[src/rtl/dice_pkg.sv]
// Shared definitions for the dice roller and the seven-segment face decoder.
package dice_pkg;

    typedef enum logic [1:0] {IDLE, ROLL, SLOW, SHOW} state_e;

    localparam logic [2:0] FACE_BLANK = 3'd0;
    localparam logic [2:0] FACE_MIN   = 3'd1;
    localparam logic [2:0] FACE_MAX   = 3'd6;

    // Out-of-range codes also land on FACE_MIN so the counter can never stick on 0 or 7.
    function automatic logic [2:0] next_face(input logic [2:0] f);
        if (f >= FACE_MAX || f == FACE_BLANK) begin
            return FACE_MIN;
        end
        return f + 3'd1;
    endfunction

endpackage

[src/rtl/dice_face_ctr.sv]
// Mod-6 face register: clear to blank, load to 1, or advance 1..6 with wrap.
module dice_face_ctr
    import dice_pkg::*;
(
    input  logic       clk,
    input  logic       rst_n,
    input  logic       clr,
    input  logic       load,
    input  logic       adv,
    output logic [2:0] face
);

    logic [2:0] face_q;

    always_ff @(posedge clk) begin
        if (!rst_n) begin
            face_q <= FACE_BLANK;
        end else if (clr) begin
            face_q <= FACE_BLANK;
        end else if (load) begin
            face_q <= FACE_MIN;
        end else if (adv) begin
            face_q <= next_face(face_q);
        end
    end

    assign face = face_q;

endmodule

[src/rtl/dice_roller.sv]
// Roll controller: fast spin while held, decelerating settle on release, then hold the result.
module dice_roller
    import dice_pkg::*;
#(
    parameter int unsigned TICK_DIV   = 4,
    parameter int unsigned SLOW_STEPS = 5
) (
    input  logic       clk,
    input  logic       rst_n,
    input  logic       roll,
    output logic [2:0] face,
    output logic       face_valid,
    output logic       rolling,
    output logic       done
);

    localparam int unsigned TW    = $clog2(TICK_DIV * (SLOW_STEPS + 1));
    localparam int unsigned StepW = (SLOW_STEPS < 2) ? 1 : $clog2(SLOW_STEPS + 1);

    state_e             state_q, state_d;
    logic [TW-1:0]      timer_q, timer_d;
    logic [StepW-1:0]   step_q, step_d;
    logic [TW-1:0]      slow_limit;
    logic               rolling_q, valid_q, done_q;
    logic               face_clr, face_load, face_adv;

    dice_face_ctr u_face_ctr (
        .clk   (clk),
        .rst_n (rst_n),
        .clr   (face_clr),
        .load  (face_load),
        .adv   (face_adv),
        .face  (face)
    );

    // Deceleration interval for step k is TICK_DIV*(k+1) cycles.
    assign slow_limit = TW'(TICK_DIV * (32'(step_q) + 32'd1) - 32'd1);

    always_comb begin
        state_d   = state_q;
        timer_d   = timer_q;
        step_d    = step_q;
        face_clr  = 1'b0;
        face_load = 1'b0;
        face_adv  = 1'b0;
        unique case (state_q)
            IDLE: begin
                if (roll) begin
                    state_d   = ROLL;
                    face_load = 1'b1;
                    timer_d   = '0;
                end else begin
                    face_clr = 1'b1;
                end
            end
            ROLL: begin
                if (!roll) begin
                    state_d = SLOW;
                    step_d  = StepW'(1);
                    timer_d = '0;
                end else if (timer_q == TW'(TICK_DIV - 1)) begin
                    face_adv = 1'b1;
                    timer_d  = '0;
                end else begin
                    timer_d = timer_q + TW'(1);
                end
            end
            SLOW: begin
                // A new press abandons the settle without producing a result.
                if (roll) begin
                    state_d = ROLL;
                    timer_d = '0;
                    step_d  = '0;
                end else if (timer_q == slow_limit) begin
                    face_adv = 1'b1;
                    timer_d  = '0;
                    if (step_q == StepW'(SLOW_STEPS)) begin
                        state_d = SHOW;
                    end else begin
                        step_d = step_q + StepW'(1);
                    end
                end else begin
                    timer_d = timer_q + TW'(1);
                end
            end
            SHOW: begin
                if (roll) begin
                    state_d   = ROLL;
                    face_load = 1'b1;
                    timer_d   = '0;
                end
            end
            default: state_d = IDLE;
        endcase
    end

    always_ff @(posedge clk) begin
        if (!rst_n) begin
            state_q   <= IDLE;
            timer_q   <= '0;
            step_q    <= '0;
            rolling_q <= 1'b0;
            valid_q   <= 1'b0;
            done_q    <= 1'b0;
        end else begin
            state_q   <= state_d;
            timer_q   <= timer_d;
            step_q    <= step_d;
            rolling_q <= (state_d == ROLL) || (state_d == SLOW);
            valid_q   <= (state_d == SHOW);
            done_q    <= (state_d == SHOW) && (state_q != SHOW);
        end
    end

    assign rolling    = rolling_q;
    assign face_valid = valid_q;
    assign done       = done_q;

endmodule

[config.mk]
export PLATFORM = sky130hd
export DESIGN_NAME = dice_roller
export DESIGN_NICKNAME = d
export VERILOG_FILES = /design/src/rtl/dice_pkg.sv /design/src/rtl/dice_face_ctr.sv /design/src/rtl/dice_roller.sv
export SDC_FILE = /design/constraint.sdc
export NUM_CORES = 1
export LEC_CHECK = 0
export CORE_MARGIN = 3
export CORE_UTILIZATION = 50
export DETAILED_ROUTE_END_ITERATION = 8
export PLACE_DENSITY = 0.7
export SYNTH_ARGS = -nofsm -noshare
export SYNTH_HDL_FRONTEND = slang
export SYNTH_SLANG_ARGS = --single-unit
[constraint.sdc]
create_clock -name clk -period 5.2 [get_ports clk]
set_input_delay 1.04 -clock clk [delete_from_list [all_inputs] [get_ports clk]]
set_output_delay 1.04 -clock clk [all_outputs]
set_load 0.02 [all_outputs]
Yosys cells after proc, flatten, opt, wreduce, memory -nomap -nowiden
Index checks and enable logic that the tools add are counted.
W data, S select, Z words.
{"block": "classes", "n_mux": 35, "n_bitwise": 1, "magnitude_cmp": 1, "n_addsub": 5, "reduce_logical": 11, "n_eq_ne": 14}
{"operator": "$mux W5", "count": 5}
{"operator": "$mux W3", "count": 6}
{"operator": "$mux W1", "count": 15}
{"operator": "$pmux W5 S3", "count": 1}
{"operator": "$mux W2", "count": 5}
{"operator": "$add A3 B1 Y3 const B", "count": 3}
{"operator": "$eq A2 B2 Y1 const B", "count": 4}
{"operator": "$ne A3 B3 Y1 const B", "count": 2}
{"operator": "$pmux W2 S3", "count": 1}
{"operator": "$pmux W3 S2", "count": 1}
{"operator": "$add A5 B1 Y5 const B", "count": 1}
{"operator": "$eq A5 B2 Y1 const B", "count": 1}
{"operator": "$eq A5 B5 Y1", "count": 1}
{"operator": "$sub A5 B1 Y5 const B", "count": 1}
{"operator": "$eq A2 B1 Y1 const B", "count": 2}
{"operator": "$ne A2 B2 Y1 const B", "count": 2}
{"operator": "$reduce_and A4 Y1", "count": 1}
{"operator": "$reduce_bool A2 Y1", "count": 2}
{"operator": "$reduce_or A2 Y1", "count": 2}
{"operator": "$eq A3 B3 Y1 const B", "count": 1}
{"operator": "$ge A3 B3 Y1 const B", "count": 1}
{"operator": "$logic_not A3 Y1", "count": 1}
{"operator": "$reduce_or A3 Y1", "count": 1}
{"operator": "$logic_not A2 Y1", "count": 1}
{"operator": "other kinds (5)", "count": 6}
{"block": "totals", "inputBits": 3, "out_inout_bits": 6, "reg_bits": 16, "word_cells": 75}

Logic depth before layout (Yosys ltp)
{"block": "logic_depth", "ltp_word": 13, "mapped_depth": 10, "ltp_nobuf": 9}

Modules after synthesis
From an unflattened synthesis, not the netlist that was laid out.
{"block": "unflattened", "cells_unflattened": 131, "hier_area_um2": 1102.3}
{"mod": "dice_roller", "n_inst": 1, "cells_per_inst": 112, "area_per_inst_um2": 929.6}
{"mod": "dice_face_ctr", "n_inst": 1, "cells_per_inst": 19, "area_per_inst_um2": 172.7}

Least setup slack after synthesis
OpenSTA, ideal clock, no wires.
{"block": "synth_timing", "kind": "input -> register", "start": "in roll", "end": "reg rolling_q (netlist: rolling)", "setup_slack_ps": 2876, "stages": 6, "t_arrival_ps": 2209, "setup_ps": 115, "required_time_ps": 5085, "cell_sequence": "clkbuf_1 nor2_1 nand4_4 o221ai_1 ha_1 and2_1"}
{"block": "synth_between", "elab_chain_cells": 4}
{"item": "start: declaration", "line": "dice_roller.sv:10", "source": "input logic roll,"}
{"item": "$mux W2, on equally long branches"}
{"item": "$pmux W2 S3 *", "line": "dice_roller.sv:46", "source": "unique case (state_q)"}
{"item": "via state_d[1]", "line": "dice_roller.sv:20", "source": "state_e state_q, state_d;"}
{"item": "$eq A2 B1 Y1 / $eq A2 B2 Y1 (equally long branches)", "line": "dice_roller.sv:109", "source": "rolling_q <= (state_d == ROLL) || (state_d == SLOW);"}
{"item": "$logic_or A1 B1 Y1 *", "line": "dice_roller.sv:109"}
{"item": "end signal: assignment", "line": "dice_roller.sv:109"}
{"item": "end: declaration", "line": "dice_roller.sv:24", "source": "logic rolling_q, valid_q, done_q;"}
Mark *: on every way through the listed nets, which the timed path passes. The rest lies on a longest branch.
A chain may end at the register's enable or synchronous reset.

Worst setup path in the final report
Same ends and word-level chain as after synthesis.

==> flow_summary.json <==
{
  "p_int_mw": 0.193,
  "crit_path_end": "rolling$_SDFF_PN0_",
  "setup_viol": 0,
  "r2r_end": "rolling$_SDFF_PN0_",
  "die_area_um2": 2900,
  "yosysTopAreaCellShare_pct": 28.0,
  "required_ns": 5.40,
  "hold_viol_final": 0,
  "fp-row-count": 16,
  "antenna_found_initial": 0,
  "clkSinkCount": 16,
  "slew_headroom_pct": 63.0,
  "cp.arrival_ns": 3.01,
  "crit_path_end_kind": "register",
  "syn_nets": 154,
  "timing.final.crit_share_pct": 54.2,
  "grt_max_degree": 20,
  "cts_resized": 0,
  "synth-adder-area-share_pct": 13.1,
  "io_buffers": 8,
  "root_buffer": "clkbuf_4",
  "synth_edf_count": 0,
  "synth_area_per_cell_um2": 8.23,
  "yosysMostFrequentCell": "dfxtp_1",
  "timing.rr.start": "step_q[1]$_SDFFE_PN0P_",
  "vias_per_cell": 6.01,
  "hold_buffers": 0,
  "first_pass_iters": 4,
  "drt_first_iter_violations": 8,
  "fin_tns_setup_ns": 0,
  "nFillCells": 175,
  "max_freq_ghz": 0.355,
  "worst_slew_pin_slew_ns": 0.554,
  "leakagePower_nw": 0.452,
  "synth_compound_area_share_pct": 20.5,
  "ys_warn_count": 0,
  "clkPwrFrac_pct": 22.8,
  "die_h_um": 53.8,
  "synth_common_cells": "16 x dfxtp_1, 12 x ha_1, 12 x nor2_1, 11 x nand2_1, 8 x inv_1",
  "crit_path_cell_trace": "clkdlybuf4s50_1 -> nor2_1 -> nand4_4 -> o221ai_1 -> ha_1 -> and2_1",
  "startpoint": "roll",
  "path_class": "input pin to register",
  "async_flop_share_pct": 0,
  "slowest_delay_ns": 0.69,
  "area_growth_pct": 10.2,
  "rrSetupSlack_ns": 2.77,
  "dieWidth_um": 53.8,
  "grt_pass1_vias": 927,
  "min_path_type": "register to register",
  "nets": 162,
  "grt_pass1_wl_mm": 4.15,
  "clockBufferDepth": 2,
  "cts_tree": "yes",
  "wirelength_mm": 2.34,
  "cap_violations": 0,
  "yosysSeqAreaShare_pct": 28.0,
  "p_sw_mw": 0.0996,
  "track_usage_pct": 19.6,
  "clk_pin_slew_ns": 0.09,
  "synth_area_leaders": "dfxtp_1 28%, ha_1 13%, nor2_1 3.9%",
  "period_minus_slack_ns": 2.82,
  "synthMuxAreaShare_pct": 2.84,
  "start_kind": "input pin",
  "yosys.area_share.simple_pct": 27.1,
  "rr_worst_depth": 8,
  "seqPwrFrac_pct": 47.3,
  "switching_share_pct": 34.1,
  "vias": 1034,
  "synth_xor_area_share_pct": 3.72,
  "drive_gt1_share_pct": 6.90,
  "cts_buffers": 3,
  "syn_area_um2": 1140,
  "yosys.area.top_type": "dfxtp_1",
  "power_frac_comb_pct": 29.9,
  "ys_ff_latch": 16,
  "dp.cells": 169,
  "status": "finished, final reports clean",
  "synth_ff_type": "dfxtp_1",
  "finalNonFillerCells": 172,
  "p_per_area_nw_per_um2": 232,
  "yosys.cell_types.count": 44,
  "grt_remaining_overflow": 0,
  "fin_area_um2": 1260,
  "setup_ws_ns": 2.38,
  "pre_cts_ws_ns": 2.09,
  "rsz0062_at_grt": "no",
  "initial_core_util_pct": 55.5,
  "synth_top_family_by_area": "simple AND/OR/NAND/NOR gates",
  "insertion_delay_ns": 0.29,
  "cp_slowest_cell": "clkdlybuf4s50_1",
  "finClkSkew_ns": 0.00289,
  "drc": 0,
  "wl_per_cell_um": 13.6,
  "post_cts_buffers": 0,
  "critPathMaxFanout": 19,
  "finalMaxSlewViolations": 0,
  "ant_nets": 0,
  "h-tree-depth": 1,
  "post-dp-hpwl_mm": 1.72,
  "core_area_um2": 2060,
  "gp_congestion": 0.876,
  "placed_area_um2": 1240,
  "io_pins": 9,
  "syn-instance-count": 139,
  "insertedDiodeCount": 0,
  "peakVddDrop_uv": 118,
  "holdWs_ns": 0.477
}
logic make-up after synthesis:
| logic type | count (synthesis) |
|---|---|
| simple gates | 56 |
| flops | 16 |
| xor+xnor | 4 |
| mux | 2 |
| buf+inv | 14 |
| compound gates | 35 |
| fa+ha+maj | 12 |
final cells by class:
class,count,area [µm²],share of cell area (%)
timing repair buffer,8,80.1,6.36
tap,27,33.8,2.68
multi-input combinational,109,769,61.1
inverter,9,33.8,2.68
sequential,16,320,25.4
clock buffer,3,22.5,1.79
sequential cells by signal, indices dropped and copies added, names as in the netlist:
signal	count
rolling	1
step_q	3
timer_q	5
face_valid	1
done	1
state_q	2
u_face_ctr.face	3
power by group through the flow:
stage / combinational [mW] / sequential [mW] / clock, mW
CTS: 0.0872 / 0.138 / 0.0705
global placement: 0.0860 / 0.141 / 0
finish: 0.0873 / 0.138 / 0.0667
floorplan: 0.0626 / 0.143 / 0
global route: 0.0988 / 0.140 / 0.0760
detailed placement: 0.0867 / 0.141 / 0
metal layers:
layer	up-vias	track usage, %	routed length [µm]
li1	519	-	-
met1	484	25.4	1100
met2	26	32.1	1110
met3	5	3.32	93
met4	0	7.66	40
met5	-	0	0
layout by cell type, fill, tap and decap left out, types with 2 or more instances in the layout:
cell type        count
and2_1               4
a31oi_1              5
o21ai_0              6
nand3_1              6
xor2_1               2
dfxtp_1             16
clkdlybuf4s50_1      8
nand2b_1             2
inv_1                8
nor3_1               3
o211ai_1             5
clkbuf_4             3
ha_1                12
nor2b_1              3
a21oi_1              7
o21ai_1              2
nor2_1              12
nand4_1              2
or2_2                2
and3_1               2
nand2_1             11
or4_1                2
how the worst min path moves through the flow:
stage	start	endpoint	slack (ns)	cells after the start
5_1_grt	timer_q[1]$_SDFFE_PN0P_	timer_q[1]$_SDFFE_PN0P_	0.52	2
6_report	timer_q[1]$_SDFFE_PN0P_	timer_q[1]$_SDFFE_PN0P_	0.48	2
4_1_cts	timer_q[1]$_SDFFE_PN0P_	timer_q[1]$_SDFFE_PN0P_	0.48	2
3_5_place_dp	timer_q[1]$_SDFFE_PN0P_	timer_q[1]$_SDFFE_PN0P_	0.47	2
3_3_place_gp	timer_q[1]$_SDFFE_PN0P_	timer_q[1]$_SDFFE_PN0P_	0.46	2
2_1_floorplan	timer_q[1]$_SDFFE_PN0P_	timer_q[1]$_SDFFE_PN0P_	0.45	2
through the flow:
step	power (mW)	util, %
global placement	0.227	60.0
finish	0.292	61.1
global route	0.315	61.1
CTS	0.296	61.1
floorplan	0.206	-
detailed placement	0.228	60.0
worst max-delay path, delay by kind of cell:
family	cells	cell delay, ns
AO/OA/AOI/OAI	1	0.25
adder cells (fa/ha/maj)	1	0.27
buffers and inverters	1	0.69
AND/OR/NAND/NOR	3	0.76
Power figures use the tool's default switching activity.
